===== config.mk =====
export PLATFORM = sky130hd
export DESIGN_NAME = seq_gen
export DESIGN_NICKNAME = d
export VERILOG_FILES = /design/src/rtl/seq_pkg.sv /design/src/rtl/seq_gen_shreg.sv /design/src/rtl/seq_gen.sv
export SDC_FILE = /design/constraint.sdc
export NUM_CORES = 1
export LEC_CHECK = 0
export CAP_MARGIN = 40
export CORE_MARGIN = 1
export CORE_UTILIZATION = 60
export CTS_BUF_LIST = sky130_fd_sc_hd__clkbuf_8 sky130_fd_sc_hd__clkbuf_16
export CTS_CLUSTER_DIAMETER = 40
export DETAILED_ROUTE_END_ITERATION = 8
export DONT_BUFFER_PORTS = 1
export PLACE_DENSITY = 0.84
export SLEW_MARGIN = 20
export SYNTH_ARGS = -nofsm -noshare
export SYNTH_HDL_FRONTEND = slang
export SYNTH_HIERARCHICAL = 1
export SYNTH_SLANG_ARGS = --single-unit

===== constraint.sdc =====
create_clock -name clk -period 3.95 [get_ports clk]
set_clock_uncertainty 0.05 [all_clocks]
set_input_delay 0.395 -clock clk [delete_from_list [all_inputs] [get_ports clk]]
set_output_delay 0.395 -clock clk [all_outputs]
set_load 0.01 [all_outputs]

===== src/rtl/seq_pkg.sv =====
// Shared types, default sizes and the length-normalisation helper for seq_gen.
package seq_pkg;

  localparam int unsigned DefWidth = 16;
  localparam int unsigned DefLenw  = 5;

  typedef enum logic [1:0] {
    StIdle,
    StShift,
    StGap
  } state_e;

  // A length of 0 or anything longer than the register means "send everything".
  function automatic int unsigned norm_len(input int unsigned len, input int unsigned width);
    return ((len == 0) || (len > width)) ? width : len;
  endfunction

endpackage


===== src/rtl/seq_gen_shreg.sv =====
// Pattern register plus down-counting bit index; o is the registered serial bit.
module seq_gen_shreg #(
  parameter int unsigned WIDTH = 16,
  parameter int unsigned LENW  = 5
) (
  input  logic             clk,
  input  logic             rst_n,
  input  logic             load,     // capture data/len and present bit len-1
  input  logic             restart,  // present bit len-1 of the captured pattern
  input  logic             step,     // present the next lower bit
  input  logic             clear,    // drive o low
  input  logic [WIDTH-1:0] data,
  input  logic [LENW-1:0]  len,      // already normalised to 1..WIDTH
  output logic             o,
  output logic             last      // bit 0 is on o
);

  localparam int unsigned IdxW = (WIDTH > 1) ? $clog2(WIDTH) : 1;

  logic [WIDTH-1:0] data_q;
  logic [IdxW-1:0]  top_q;
  logic [IdxW-1:0]  idx_q;
  logic [IdxW-1:0]  top_new;
  logic             o_q;

  assign top_new = IdxW'(len - LENW'(1));

  // Load/restart start from the top bit; index only ever walks down within 0..len-1.
  always_ff @(posedge clk or negedge rst_n) begin
    if (!rst_n) begin
      data_q <= '0;
      top_q  <= '0;
      idx_q  <= '0;
      o_q    <= 1'b0;
    end else if (load) begin
      data_q <= data;
      top_q  <= top_new;
      idx_q  <= top_new;
      o_q    <= data[top_new];
    end else if (restart) begin
      idx_q <= top_q;
      o_q   <= data_q[top_q];
    end else if (step) begin
      idx_q <= idx_q - IdxW'(1);
      o_q   <= data_q[idx_q - IdxW'(1)];
    end else if (clear) begin
      idx_q <= '0;
      o_q   <= 1'b0;
    end
  end

  assign o    = o_q;
  assign last = (idx_q == '0);

endmodule


===== src/rtl/seq_gen.sv =====
// Serial pattern generator: accepts a pattern, shifts it out MSB-first, repeats with gaps.
module seq_gen
  import seq_pkg::*;
#(
  parameter int unsigned WIDTH = DefWidth,
  parameter int unsigned LENW  = DefLenw
) (
  input  logic             clk,
  input  logic             rst_n,
  input  logic             load_valid,
  output logic             load_ready,
  input  logic [WIDTH-1:0] load_data,
  input  logic [LENW-1:0]  load_len,
  input  logic [3:0]       load_rep,
  input  logic             abort,
  output logic             O,
  output logic             busy,
  output logic             done
);

  state_e          state_q, state_d;
  logic [3:0]      rep_q, rep_d;
  logic            busy_q, busy_d;
  logic            done_q, done_d;
  logic            ready_q, ready_d;
  logic            sr_load, sr_restart, sr_step, sr_clear;
  logic            sr_last;
  logic [LENW-1:0] len_eff;

  assign len_eff = LENW'(norm_len(32'(load_len), WIDTH));

  seq_gen_shreg #(
    .WIDTH (WIDTH),
    .LENW  (LENW)
  ) u_shreg (
    .clk     (clk),
    .rst_n   (rst_n),
    .load    (sr_load),
    .restart (sr_restart),
    .step    (sr_step),
    .clear   (sr_clear),
    .data    (load_data),
    .len     (len_eff),
    .o       (O),
    .last    (sr_last)
  );

  // Next state, repetition count, shifter controls and registered status flags.
  always_comb begin
    state_d    = state_q;
    rep_d      = rep_q;
    done_d     = 1'b0;
    sr_load    = 1'b0;
    sr_restart = 1'b0;
    sr_step    = 1'b0;
    sr_clear   = 1'b0;
    unique case (state_q)
      StIdle: begin
        // abort wins over a simultaneous load
        if (load_valid && !abort) begin
          state_d = StShift;
          rep_d   = load_rep;
          sr_load = 1'b1;
        end
      end
      StShift: begin
        if (abort) begin
          state_d  = StIdle;
          rep_d    = '0;
          sr_clear = 1'b1;
        end else if (!sr_last) begin
          sr_step = 1'b1;
        end else if (rep_q != '0) begin
          state_d  = StGap;
          rep_d    = rep_q - 4'd1;
          sr_clear = 1'b1;
        end else begin
          state_d  = StIdle;
          done_d   = 1'b1;
          sr_clear = 1'b1;
        end
      end
      StGap: begin
        if (abort) begin
          state_d  = StIdle;
          rep_d    = '0;
          sr_clear = 1'b1;
        end else begin
          state_d    = StShift;
          sr_restart = 1'b1;
        end
      end
      default: begin
        state_d  = StIdle;
        sr_clear = 1'b1;
      end
    endcase
    busy_d  = (state_d != StIdle);
    ready_d = (state_d == StIdle);
  end

  // State and output flops.
  always_ff @(posedge clk or negedge rst_n) begin
    if (!rst_n) begin
      state_q <= StIdle;
      rep_q   <= '0;
      busy_q  <= 1'b0;
      done_q  <= 1'b0;
      ready_q <= 1'b1;
    end else begin
      state_q <= state_d;
      rep_q   <= rep_d;
      busy_q  <= busy_d;
      done_q  <= done_d;
      ready_q <= ready_d;
    end
  end

  assign busy       = busy_q;
  assign done       = done_q;
  assign load_ready = ready_q;

endmodule


==> results of run 1 <==
## worst paths after layout
check / startpoint / endpoint / slack [ns] / cells past startpoint
hold / removal: load_data[15] / u_shreg/data_q[15] / 0.20 / 1
hold reg to reg: u_shreg/data_q[4] / u_shreg/data_q[4] / 0.48 / 1
setup reg to reg: u_shreg/idx_q[0] / u_shreg/idx_q[0] / 1.40 / 10
setup / recovery: load_len[0] / u_shreg/o / 0.78 / 9
min in group asynchronous: rst_n / u_shreg/idx_q[2] / 0.49 / 2
max in group asynchronous: rst_n / load_ready / 3.12 / 2
## routing by layer
metal	track usage	vias to the layer above
met5	0	-
met4	0.1308	0
met3	0.08212	18
met2	0.4008	72
met1	0.3214	786
li1	-	728
## critical path, cell delays in order
cell and delay (ns):
or4_1 0.51, ha_1 0.33, nor2b_1 0.49, inv_1 0.14, ha_1 0.42, mux4_1 0.35
mux4_2 0.47, nor2_1 0.10, o31ai_1 0.07
## cells in the final DEF, fill, tap and decap left out, types with 5 or more instances in the layout
cell type,count
dfrtp_1,33
clkbuf_8,5
mux4_2,8
inv_1,18
nand2_1,10
nor2_1,12
nor2b_1,11
mux2_2,16
ha_1,11
nor3b_1,5
a21oi_1,13
mux2i_1,6
## flip-flops by register name, summed over array words and instances (netlist names)
register / cells
busy: 1
done: 1
load_ready: 1
rep_q: 4
state_q: 2
u_shreg/data_q: 16
u_shreg/idx_q: 4
u_shreg/o: 1
u_shreg/top_q: 4
## final cells by class
cell class | instances | area share
sequential | 34 | 0.3642
timing repair buffer | 5 | 0.02246
inverter | 17 | 0.02727
tap | 46 | 0.02460
multi-input combinational | 139 | 0.5273
clock buffer | 5 | 0.02941
clock inverter | 2 | 0.004813
## report_power, final
part	internal, mW	switching (mW)	total, mW
clock	0.118	0.121	0.239
sequential	0.520	0.181	0.701
combinational	0.499	0.412	0.911
total	1.14	0.714	1.85
## metrics by stage
stage | instance area, um2 | hold WS (ns) | worst slack, ns
floorplan | 2190 | 0.04941 | 1.001
finish | 2340 | 0.2043 | 0.7793
global placement | 2230 | 0.05075 | 0.7406
detailed placement | 2230 | 0.05068 | 0.5083
CTS | 2340 | 0.1976 | 0.8094
global route | 2340 | 0.1931 | 0.6628
==> flow_metrics.tcl, run 1 <==
set metrics [dict create \
    crit_fanout 6 \
    htree_levels 2 \
    hp-class "in2reg" \
    dr_wl_met2_um 2216 \
    multiInputGateArea_um2 1234 \
    port_buffers 0 \
    routed.top_layer "met4" \
    die_w_um 62.41 \
    cp.arrival_ns 3.28 \
    cts_buffers 5 \
    start_kind "primary input" \
    drv_slew 0 \
    worstSetupEndpointType "flip-flop" \
    antenna_found_initial 0 \
    cellLeakagePower_nw 1.033 \
    filler_cell_count 248 \
    finalSetupViolCount 0 \
    grt_pass1_wl_um 7686 \
    post_cts_buffers 0 \
    tns_ns 0 \
    first_iter_violations 78 \
    worst_pin_slew_ns 0.7423 \
    drive_above_1_share 0.2030 \
    final_core_util 0.6850 \
    grt_usage 0.2571 \
    final_cells 248 \
    drt-total-wl_um 4495 \
    layout.nets 242 \
    dp.cells 239 \
    grt_max_degree 35 \
    core_area_um2 3416 \
    syn_inst 198 \
    cts.sinks 34 \
    syn_nets 238 \
    peakVddDrop_uv 453.6 \
    viasPerCell 6.468 \
    grt_setup_unrepaired "no" \
    drtAntennaViolNets 0 \
    dieArea_um2 3895 \
    ios 33 \
    finalCritPeriodShare 0.8027 \
    fin_crit_ns 3.171 \
    p_per_area_nw_per_um2 791.2 \
    vias 1604 \
    die_h_um 62.41 \
    cp_data_required_time_ns 4.06 \
    ctsLongestPathBuffers 2 \
    gr-total-overflow 0 \
    ctsResizeCount 0 \
    path_class "in2reg" \
    rows 21 \
    max_slew_margin 0.5046 \
    synthToLayoutAreaGrowth_pct 6.857 \
    cts_tree "yes" \
    cts_hold_buffers 2 \
    clock_latency_ns 0.29 \
    area.sequential_um2 852.1 \
    hold_violations 0 \
    avgSynthCellArea_um2 11.06 \
    hpwl_um 3491 \
    ys_warn_count 6 \
    root_buffer "clkbuf_8" \
    gp_congestion 0.9214 \
    status "finished clean" \
    drv_cap 0 \
    drcViolationCount 0 \
    syn-cell-area_um2 2190 \
    start_util 0.6410 \
    grt_pass1_vias 1668 \
    dr_wl_met3_um 321 \
    total_power_mw 1.851 \
    dr.pass1.iters 4 \
    met1_length_um 1826 \
    antenna_cells 0 \
    clkSlewWorstSetupHoldPaths_ns 0.06 \
    routedWlPerCell_um 18.13 \
    fmax_mhz 315.4 \
]
(Power assumes the default switching activity.)
==> run 2, diff against run 1 <==
--- a/config.mk
+++ b/config.mk
@@ -7,12 +7,12 @@
 export LEC_CHECK = 0
 export CAP_MARGIN = 40
 export CORE_MARGIN = 1
-export CORE_UTILIZATION = 60
+export CORE_UTILIZATION = 57
 export CTS_BUF_LIST = sky130_fd_sc_hd__clkbuf_8 sky130_fd_sc_hd__clkbuf_16
 export CTS_CLUSTER_DIAMETER = 40
 export DETAILED_ROUTE_END_ITERATION = 8
 export DONT_BUFFER_PORTS = 1
-export PLACE_DENSITY = 0.84
+export PLACE_DENSITY = 0.83
 export SLEW_MARGIN = 20
 export SYNTH_ARGS = -nofsm -noshare
 export SYNTH_HDL_FRONTEND = slang
==> constraint.sdc (replaced) <==
create_clock -name clk -period 2.7 [get_ports clk]
set_clock_uncertainty 0.05 [all_clocks]
set_input_delay 0.27 -clock clk [delete_from_list [all_inputs] [get_ports clk]]
set_output_delay 0.27 -clock clk [all_outputs]
set_load 0.01 [all_outputs]
==> flow_metrics.tcl, run 2 (synthesis gave the netlist of run 1 again) <==
set metrics [dict create \
    cts_buffers 5 \
    grt_usage 0.2620 \
    fin_crit_ns 2.574 \
    slowest_stage "mux4_1" \
    post_cts_buffers 0 \
    worst_pin_slew_ns 0.4976 \
    dp.cells 245 \
    pre_cts_ws_ns -0.1468 \
    p_per_area_nw_per_um2 1177 \
    port_buffers 0 \
    ios 33 \
    status "finished clean" \
    final_common_cell "dfrtp_1" \
    die_w_um 63.98 \
    total_power_mw 2.864 \
    start_kind "primary input" \
    drtAntennaViolNets 0 \
    grt_pass1_wl_um 8142 \
    start_util 0.5981 \
    cts.sinks 34 \
    fmax_mhz 388.5 \
    largest_reg_flops 16 \
    gr-total-overflow 0 \
    finalSetupViolCount 0 \
    antenna_found_initial 0 \
    hpwl_um 3633 \
    clkSlewWorstSetupHoldPaths_ns 0.07 \
    rows 22 \
    clock_latency_ns 0.28 \
    root_buffer "clkbuf_8" \
    hp-class "in2reg" \
    largest-register "u_shreg/data_q" \
    ctsLongestPathBuffers 2 \
    die_h_um 63.98 \
    htree_levels 2 \
    first_iter_violations 57 \
    gp_congestion 0.8697 \
    layout_common_cells "dfrtp_1, inv_1, mux2_2, a21oi_1, nor2_1" \
    hold_ws_ns 0.08521 \
    worstSetupEndpointType "flip-flop" \
    peakVddDrop_uv 659.3 \
    cp.arrival_ns 2.68 \
    drcViolationCount 0 \
    drive_above_1_share 0.2379 \
    hold_violations 0 \
    cp_data_required_time_ns 2.81 \
    grt_max_degree 35 \
    dieArea_um2 4093 \
    multiInputGateArea_um2 1262 \
    core_area_um2 3661 \
    vias 1589 \
    path_class "in2reg" \
    worst_slack_ns 0.1261 \
    routedWlPerCell_um 18.76 \
    drt-total-wl_um 4764 \
    grt_setup_unrepaired "no" \
    cts_tree "yes" \
    area.sequential_um2 852.1 \
    layout.nets 246 \
    viasPerCell 6.256 \
    max_slew_margin 0.6675 \
    drv_cap 0 \
    drv_slew 0 \
    cts_hold_buffers 2 \
    final_cells 254 \
    ctsResizeCount 0 \
    rr_worst_depth 10 \
    crit_path_max_incr_delay_ns 0.55 \
    dr.pass1.iters 5 \
    filler_cell_count 278 \
    hold_path_depth 1 \
    crit_fanout 4 \
    synthToLayoutAreaGrowth_pct 11.14 \
    finalCritPeriodShare 0.9533 \
    grt_pass1_vias 1715 \
    antenna_cells 0 \
    cellLeakagePower_nw 1.072 \
    path_cells "or4_4 > ha_4 > nor2b_1 > buf_4 > mux4_1 > mux4_2 > nor2_1 > o31ai_1" \
]
-- run 2: cell type report --
| class | instances | share of cell area |
|---|---|---|
| tap | 48 | 0.02468 |
| multi-input combinational | 139 | 0.5188 |
| sequential | 34 | 0.3501 |
| clock inverter | 1 | 0.01234 |
| timing repair buffer | 9 | 0.03393 |
| inverter | 17 | 0.02622 |
| clock buffer | 6 | 0.03393 |
-- run 2: per-layer routing --
metal	wire length, um	vias up	GRT usage
met5	0	-	0
met4	81	0	0.1136
met3	282	12	0.07500
met2	2476	53	0.4375
met1	1924	795	0.3137
li1	-	729	-
-- run 2: worst paths after layout --
kind,startpoint,to,slack [ns]
worst max-delay path,load_len[0],u_shreg/o,0.13
worst min-delay path,load_data[6],u_shreg/data_q[6],0.09
worst max register to register,u_shreg/idx_q[1],u_shreg/idx_q[0],0.40
worst min register to register,rep_q[1],rep_q[1],0.49
max in group asynchronous,rst_n,load_ready,1.98
min in group asynchronous,rst_n,busy,0.38
-- run 2: through the flow --
stage / TNS, ns / util / cell area (um2)
floorplan: 0 / - / 2218
global placement: -0.03116 / 0.6258 / 2291
detailed placement: -0.1468 / 0.6258 / 2291
CTS: 0 / 0.6647 / 2434
global route: 0 / 0.6647 / 2434
finish: 0 / 0.6647 / 2434
-- run 2: where the power goes --
group | leakage [nW] | internal [mW] | switching, mW
registers | 0.412 | 0.761 | 0.249
clock network | 0.0573 | 0.295 | 0.176
logic | 0.603 | 0.748 | 0.635
-- run 2: worst max-delay path: cells and delay by family --
| kind | cells | cell delay [ns] |
|---|---|---|
| mux | 2 | 1.04 |
| fa+ha+maj | 1 | 0.24 |
| buf+inv | 1 | 0.19 |
| compound gates | 1 | 0.07 |
| simple gates | 3 | 0.87 |
